<file path="config.mk">
export PLATFORM = sky130hd
export DESIGN_NAME = mips_multicycle_core_flat
export DESIGN_NICKNAME = d
export VERILOG_FILES = /design/src/rtl/mips_multicycle_core_if.sv /design/src/rtl/mips_multicycle_core.sv /design/src/flat_wrapper.sv
export SDC_FILE = /design/constraint.sdc
export NUM_CORES = 2
export LEC_CHECK = 0
export ABC_CLOCK_PERIOD_IN_PS = 6350
export BUFFER_PORTS_ARGS = -buffer_cell sky130_fd_sc_hd__buf_2
export CORE_ASPECT_RATIO = 0.6
export CORE_UTILIZATION = 52
export CTS_BUF_LIST = sky130_fd_sc_hd__clkbuf_8
export DETAILED_ROUTE_END_ITERATION = 16
export GPL_TIMING_DRIVEN = 0
export PLACE_DENSITY = 0.68
export SLEW_MARGIN = 10
export SYNTH_ARGS = -nofsm -noshare
export SYNTH_HDL_FRONTEND = slang
export SYNTH_SLANG_ARGS = --single-unit
</file>
<file path="constraint.sdc">
create_clock -name CLK -period 6.35 [get_ports CLK]
set_input_delay 0.9525 -clock CLK [delete_from_list [all_inputs] [get_ports CLK]]
set_output_delay 0.9525 -clock CLK [all_outputs]
set_load 0.1 [all_outputs]
</file>
<file path="src/rtl/mips_multicycle_core_if.sv">
// Unified memory bus between the multi-cycle MIPS core (master) and a word-addressed memory (slave).
interface mips_multicycle_core_if #(
  parameter int ADDR_W = 8
);
  // MemReq is the valid, MemReady the ready; an access completes on the edge where both are 1.
  // While MemReq=1 and MemReady=0 the master keeps MemAddr/MemWE/MemWData unchanged.
  logic              MemReq;
  logic              MemWE;
  logic [ADDR_W-1:0] MemAddr;
  logic [31:0]       MemWData;
  logic [31:0]       MemRData;
  logic              MemReady;

  modport master (
    output MemReq, MemWE, MemAddr, MemWData,
    input  MemRData, MemReady
  );

  modport slave (
    input  MemReq, MemWE, MemAddr, MemWData,
    output MemRData, MemReady
  );
endinterface

</file>
<file path="src/rtl/mips_multicycle_core.sv">
// Multi-cycle MIPS core: one FSM, one shared ALU, unified memory behind a req/ready bus.
// Optional MC_BNE_EN adds bne (opcode 0x05) through the BRANCH state; otherwise 0x05 halts.
module mips_multicycle_core #(
  parameter int                ADDR_W   = 8,
  parameter logic [ADDR_W-1:0] RESET_PC = '0
) (
  input  logic                   CLK,
  input  logic                   RST_N,
  mips_multicycle_core_if.master mem,
  output logic [ADDR_W-1:0]      PC_dbg,
  output logic                   Retire,
  output logic                   Halt,
  output logic [3:0]             state_dbg
);
  typedef enum logic [3:0] {
    S_FETCH, S_DECODE, S_MEMADR, S_MEMRD, S_MEMWB, S_MEMWR, S_EXEC,
    S_ALUWB, S_ADDIEX, S_ADDIWB, S_BRANCH, S_JUMP, S_HALT
  } state_t;

  state_t            state, state_n;
  logic [ADDR_W-1:0] pc;
  logic [31:0]       ir, a_q, b_q, alu_out, mdr;
  logic [31:0]       rf [32];
  logic              rst_hold;

  logic [5:0]  opcode, funct;
  logic [4:0]  rs, rt, rd;
  logic [31:0] sign_imm;
  assign opcode   = ir[31:26];
  assign rs       = ir[25:21];
  assign rt       = ir[20:16];
  assign rd       = ir[15:11];
  assign funct    = ir[5:0];
  assign sign_imm = {{16{ir[15]}}, ir[15:0]};

  // rst_hold keeps the bus quiet for the cycle after any reset edge, so a late MemReady is ignored.
  logic fsm_req, mem_done;
  assign fsm_req  = (state == S_FETCH) || (state == S_MEMRD) || (state == S_MEMWR);
  assign mem_done = mem.MemReq && mem.MemReady;

  assign mem.MemReq   = fsm_req && !rst_hold;
  assign mem.MemWE    = (state == S_MEMWR);
  assign mem.MemAddr  = (state == S_FETCH) ? pc : alu_out[ADDR_W-1:0];
  assign mem.MemWData = (state == S_MEMWR) ? b_q : 32'h0;
  assign PC_dbg       = pc;
  assign Halt         = (state == S_HALT);
  assign state_dbg    = state;

  logic [2:0] r_ctrl, alu_ctrl;
  logic       funct_ok;
  always_comb begin
    funct_ok = 1'b1;
    r_ctrl   = 3'b010;
    case (funct)
      6'h20:   r_ctrl = 3'b010;
      6'h22:   r_ctrl = 3'b110;
      6'h24:   r_ctrl = 3'b000;
      6'h25:   r_ctrl = 3'b001;
      6'h2A:   r_ctrl = 3'b111;
      default: funct_ok = 1'b0;
    endcase
  end

  // Shared ALU: R-type ops in EXEC, address/immediate add everywhere else.
  logic [31:0] alu_b, alu_y;
  assign alu_ctrl = (state == S_EXEC) ? r_ctrl : 3'b010;
  assign alu_b    = (state == S_EXEC) ? b_q : sign_imm;
  always_comb begin
    alu_y = a_q + alu_b;
    case (alu_ctrl)
      3'b110:  alu_y = a_q - alu_b;
      3'b000:  alu_y = a_q & alu_b;
      3'b001:  alu_y = a_q | alu_b;
      3'b111:  alu_y = {31'd0, ($signed(a_q) < $signed(alu_b))};
      default: alu_y = a_q + alu_b;
    endcase
  end

  logic br_eq, br_take;
  assign br_eq = (a_q == b_q);
`ifdef MC_BNE_EN
  assign br_take = (opcode == 6'h05) ? !br_eq : br_eq;
`else
  assign br_take = br_eq;
`endif

  logic        wb_en;
  logic [4:0]  wb_addr;
  logic [31:0] wb_data;

  always_ff @(posedge CLK) begin
    if (!RST_N) state <= S_FETCH;
    else        state <= state_n;
  end

  always_comb begin
    state_n = state;
    Retire  = 1'b0;
    wb_en   = 1'b0;
    wb_addr = rt;
    wb_data = alu_out;
    case (state)
      S_FETCH:  if (mem_done) state_n = S_DECODE;
      S_DECODE: begin
        case (opcode)
          6'h00:        state_n = funct_ok ? S_EXEC : S_HALT;
          6'h23, 6'h2B: state_n = S_MEMADR;
          6'h04:        state_n = S_BRANCH;
`ifdef MC_BNE_EN
          6'h05:        state_n = S_BRANCH;
`endif
          6'h08:        state_n = S_ADDIEX;
          6'h02:        state_n = S_JUMP;
          default:      state_n = S_HALT;
        endcase
      end
      S_MEMADR: state_n = (opcode == 6'h23) ? S_MEMRD : S_MEMWR;
      S_MEMRD:  if (mem_done) state_n = S_MEMWB;
      S_MEMWB: begin
        wb_en   = 1'b1;
        wb_data = mdr;
        Retire  = 1'b1;
        state_n = S_FETCH;
      end
      S_MEMWR: if (mem_done) begin
        Retire  = 1'b1;
        state_n = S_FETCH;
      end
      S_EXEC:   state_n = S_ALUWB;
      S_ALUWB: begin
        wb_en   = 1'b1;
        wb_addr = rd;
        Retire  = 1'b1;
        state_n = S_FETCH;
      end
      S_ADDIEX: state_n = S_ADDIWB;
      S_ADDIWB: begin
        wb_en   = 1'b1;
        Retire  = 1'b1;
        state_n = S_FETCH;
      end
      S_BRANCH, S_JUMP: begin
        Retire  = 1'b1;
        state_n = S_FETCH;
      end
      default:  state_n = S_HALT;
    endcase
  end

  always_ff @(posedge CLK) begin
    if (!RST_N) begin
      pc       <= RESET_PC;
      ir       <= '0;
      a_q      <= '0;
      b_q      <= '0;
      alu_out  <= '0;
      mdr      <= '0;
      rst_hold <= 1'b1;
      for (int i = 0; i < 32; i++) rf[i] <= '0;
    end else begin
      rst_hold <= 1'b0;
      case (state)
        S_FETCH: if (mem_done) begin
          ir <= mem.MemRData;
          pc <= pc + ADDR_W'(1);
        end
        S_DECODE: begin
          a_q <= rf[rs];
          b_q <= rf[rt];
        end
        S_MEMADR, S_EXEC, S_ADDIEX: alu_out <= alu_y;
        S_MEMRD:  if (mem_done) mdr <= mem.MemRData;
        S_BRANCH: if (br_take) pc <= pc + sign_imm[ADDR_W-1:0];
        S_JUMP:   pc <= ir[ADDR_W-1:0];
        default: ;
      endcase
      // R0 is never written, so it always reads back as zero.
      if (wb_en && (wb_addr != 5'd0)) rf[wb_addr] <= wb_data;
    end
  end
endmodule

</file>
<file path="src/flat_wrapper.sv">
// flat-port wrapper written by rule: the top's interface ports become plain ports
module mips_multicycle_core_flat 
#(
  parameter int                ADDR_W   = 8,
  parameter logic [ADDR_W-1:0] RESET_PC = '0
)
  (CLK, RST_N, PC_dbg, Retire, Halt, state_dbg, mem_MemReq, mem_MemWE, mem_MemAddr, mem_MemWData, mem_MemRData, mem_MemReady);
  mips_multicycle_core_if #(.ADDR_W(ADDR_W)) mem_i ();
  input  logic CLK;
  input  logic RST_N;
  output logic [ADDR_W-1:0] PC_dbg;
  output logic Retire;
  output logic Halt;
  output logic [3:0] state_dbg;
  output wire logic [$bits(mem_i.MemReq)-1:0] mem_MemReq;
  output wire logic [$bits(mem_i.MemWE)-1:0] mem_MemWE;
  output wire logic [$bits(mem_i.MemAddr)-1:0] mem_MemAddr;
  output wire logic [$bits(mem_i.MemWData)-1:0] mem_MemWData;
  input wire logic [$bits(mem_i.MemRData)-1:0] mem_MemRData;
  input wire logic [$bits(mem_i.MemReady)-1:0] mem_MemReady;
  assign mem_MemReq = mem_i.MemReq;
  assign mem_MemWE = mem_i.MemWE;
  assign mem_MemAddr = mem_i.MemAddr;
  assign mem_MemWData = mem_i.MemWData;
  assign mem_i.MemRData = mem_MemRData;
  assign mem_i.MemReady = mem_MemReady;
  mips_multicycle_core #(.ADDR_W(ADDR_W), .RESET_PC(RESET_PC)) u_core (.CLK(CLK), .RST_N(RST_N), .mem(mem_i), .PC_dbg(PC_dbg), .Retire(Retire), .Halt(Halt), .state_dbg(state_dbg));
endmodule
</file>
==> run_results.csv <==
group,metric,value,unit
sta,setup_viol,1,
drt,drtIter0Drc,9497,
synthesis,ys_warn_count,0,
synthesis,synth_seq_cells,1197,
cts,clkSinkCount,1197,
sta,relSlewSlack,0.551,%
floorplan,die_h,274,um
drt,drc,0,
critical_path,worstPathCellList,"buf_2 -> nor4bb_1 -> buf_2 -> clkbuf_1 -> nand2_1 -> nand2_1 -> inv_1 -> ha_1 -> nor2_1 -> o211ai_1 -> a31oi_1 -> a31oi_1 -> o21ai_1 -> a21boi_0 -> o31ai_1 -> a2111oi_0 -> a211oi_1",
place,routabilityCongestion,1.06,
power,p_total,18.3,mW
drt,met3_length,51800,um
critical_path,rrSetupSlack,-0.001,ns
cts,cts_buffers,176,
place,dp_slack,-0.472,ns
global_routing,grt_pass1_wl,349000,um
drt,route.top_layer_used,"met5",
drt,route.met2.wl,92900,um
synthesis,netlist_instances,4957,
layout,nets,5433,
synthesis,synth_area_leaders,"edfxtp_1 48%, mux4_2 22%, nor2_1 6.8%",
drt,drt-met1-wl,100000,um
sta,hold_viol,0,
sta,fin_ws,-0.00114,ns
place,port_buffers,90,
synthesis,yosysTopAreaCell,"edfxtp_1",
drt,vias,49300,
run_status,status,"complete, but fails checks",
cts,cts_tree,"built",
job,maxCapViolCount,1,
synthesis,syn_area_per_cell,13.0,um2
power,ir_worst_vdd,0.000209,V
layout,drive_gt1_share,21.5,%
floorplan,rows,99,
synthesis,syn_area,0.0642,mm2
synthesis,synth_edf_count,1024,
synthesis,synthTopCellsByCount,"1171 x nor2_1, 1024 x edfxtp_1, 640 x mux4_2",
critical_path,reg2reg_from,"u_core.state_dbg[3]",
layout,fillers,9885,
floorplan,core,0.122,mm2
place,placed_area,0.0677,mm2
cts,clock-root-buffer,"clkbuf_8",
floorplan,initial_core_util,52.7,%
drt,dr.pass1.iters,5,
critical_path,rr_endpoint,"u_core.alu_out[25]",
sta,worst_slew_pin_slew,1.49,ns
global_routing,grt_max_degree,33,
sta,rsz0062_at_grt,"false",
cts,cts_setup_buffers,0,
layout,multi_input_area,0.0280,mm2
drt,vias_per_cell,6.99,
layout,final_util,58.2,%
critical_path,path_class,"flop to flop",
place,placed_cells,6729,
floorplan,io_pins,91,
place,hpwl,197000,um
sta,finalCriticalPeriod,6.35,ns
synthesis,synthArstFlopShare,0,%
power,leakage,23.2,nW
hold_path,min_from,"mem_MemRData[9]",
hold_path,min_path_cells,3,
layout,seqCellArea,0.0342,mm2
critical_path,cp-end-kind,"flop",
power,p_per_area,258,mW/mm2
hold_path,hp-class,"input port to flop",
global_routing,antenna_found_initial,16,
drt,drt-wirelength-per-cell,36.1,um
synthesis,yosysMostFrequentCell,"nor2_1",
critical_path,cpMaxStageDelayCell,"clkbuf_1",
cts,clk_pin_slew,0.07,ns
drt,postRouteAntennaNets,0,
floorplan,die_area,0.125,mm2
sta,fin_skew,0.0468,ns
critical_path,crit_fanout,10,
layout,design_area,0.0711,mm2
cts,h-tree-depth,4,
synthesis,synth_ff_type,"edfxtp_1",
hold_path,holdPathEnd,"u_core.ir[9]",
critical_path,crit_path_start_kind,"flop",
critical_path,crit_arrival,7.16,ns
floorplan,die_w,456,um
synthesis,synth_top_area_share,47.9,%
critical_path,worstPathRequired,7.16,ns
sta,fmax,157,MHz
global_routing,grt_pass1_vias,45700,
critical_path,cpPeakStageDelay,0.87,ns
global_routing,grt_overflow,0,
critical_path,reg2reg_depth,17,
global_routing,grt_usage,40.8,%
layout,final_cells,7060,
cts,insertion_delay,0.91,ns
layout,area_growth,10.6,%
run_status,violations,"capacitance limit, setup timing",
synthesis,synth_seq_area_share,53.3,%
sta,fin_crit_sh,100,%
drt,wl,255000,um
synthesis,yosysUniqueCellTypes,83,
sta,drv_slew,0,
cts,clock_path_buffers,3,
==> state kept, by name, indices dropped and copies added, names as in the netlist <==
signal            cells
u_core.rf          1024
u_core.a_q           32
u_core.alu_out       32
u_core.b_q           32
u_core.ir            32
u_core.mdr           32
u_core.PC_dbg         8
u_core.state_dbg      4
u_core.rst_hold       1
==> cell families (layout without fill, tap and decap cells) <==
kind of cell | Yosys count | in the layout | synth area share (%)
XOR/XNOR | 79 | 79 | 1.08
buffers and inverters | 566 | 1012 | 3.50
AND/OR/NAND/NOR | 1783 | 1783 | 11.1
adder cells (fa/ha/maj) | 107 | 107 | 2.12
other | 1 | 42 | 0.00584
flip-flops | 1197 | 1197 | 53.3
AO/OA/AOI/OAI | 497 | 497 | 5.12
multiplexers | 727 | 727 | 23.8
==> metal layers <==
| metal | track usage [%] | vias to the layer above |
|---|---|---|
| met5 | 0 | - |
| met4 | 13.7 | 14 |
| met3 | 20.7 | 536 |
| met2 | 49.3 | 4901 |
| met1 | 61.6 | 24600 |
| li1 | - | 19200 |
==> stage by stage <==
stage	hold WS (ns)	setup TNS, ns
after floorplan	0.431	0
after global placement	0.442	-26.91
after detailed placement	0.448	-0.832
after CTS	0.278	0
after global routing	0.322	0
final	0.317	-0.00114
==> cell type report <==
| type | instances | area share (%) |
|---|---|---|
| timing repair buffer | 125 | 1.74 |
| antenna | 10 | 0.0352 |
| clock buffer | 188 | 3.64 |
| buffer | 461 | 2.64 |
| multi-input combinational | 3225 | 39.5 |
| sequential | 1197 | 48.1 |
| inverter | 105 | 0.555 |
| clock inverter | 133 | 0.931 |
| tap | 1616 | 2.85 |
==> how the worst max path moves through the flow <==
stage	start	endpoint	slack, ns	cells past startpoint
final	u_core.state_dbg[3]	u_core.alu_out[25]	-0.001	17
after global routing	u_core.state_dbg[1]	u_core.alu_out[25]	0.04	16
after global placement	u_core.ir[0]	u_core.alu_out[0]	-0.49	17
after detailed placement	u_core.ir[0]	u_core.alu_out[0]	-0.47	17
after CTS	u_core.state_dbg[0]	u_core.alu_out[0]	0.09	17
after floorplan	u_core.state_dbg[0]	u_core.alu_out[30]	1.73	18
==> critical path, delay by kind of cell, from the launching register on <==
family          cells  cell delay, ns
buf+inv             4            1.54
simple gates        4            0.77
fa+ha+maj           1            0.31
compound gates      8            3.29
flops               1            0.32
==> power by group <==
part	internal [mW]	leakage (nW)	switching [mW]
Clock	2.86	1.89	3.32
Sequential	8.80	12.0	0.271
Combinational	1.14	9.39	1.94
Total	12.8	23.2	5.52
==> cells in the final DEF, fill, tap and decap left out, drive strengths merged, types with 88 or more instances in the layout <==
master,netlist,routed
buf,121,245
inv,104,171
dfxtp,173,173
mux4,640,640
a21oi,168,168
clkbuf,340,529
o21ai,88,88
edfxtp,1024,1024
nand2,424,424
nor2,1171,1171
ha,104,104
==> what timing repair did <==
item / 4_1_cts / 5_1_grt
gates cloned: 0 / 0
gates resized for setup: 2 / 6
endpoints found under the setup margin: 5 / 5
hold buffers: 0 / 0
endpoints found under the hold margin: 0 / 0
(Power assumes the default switching activity.)
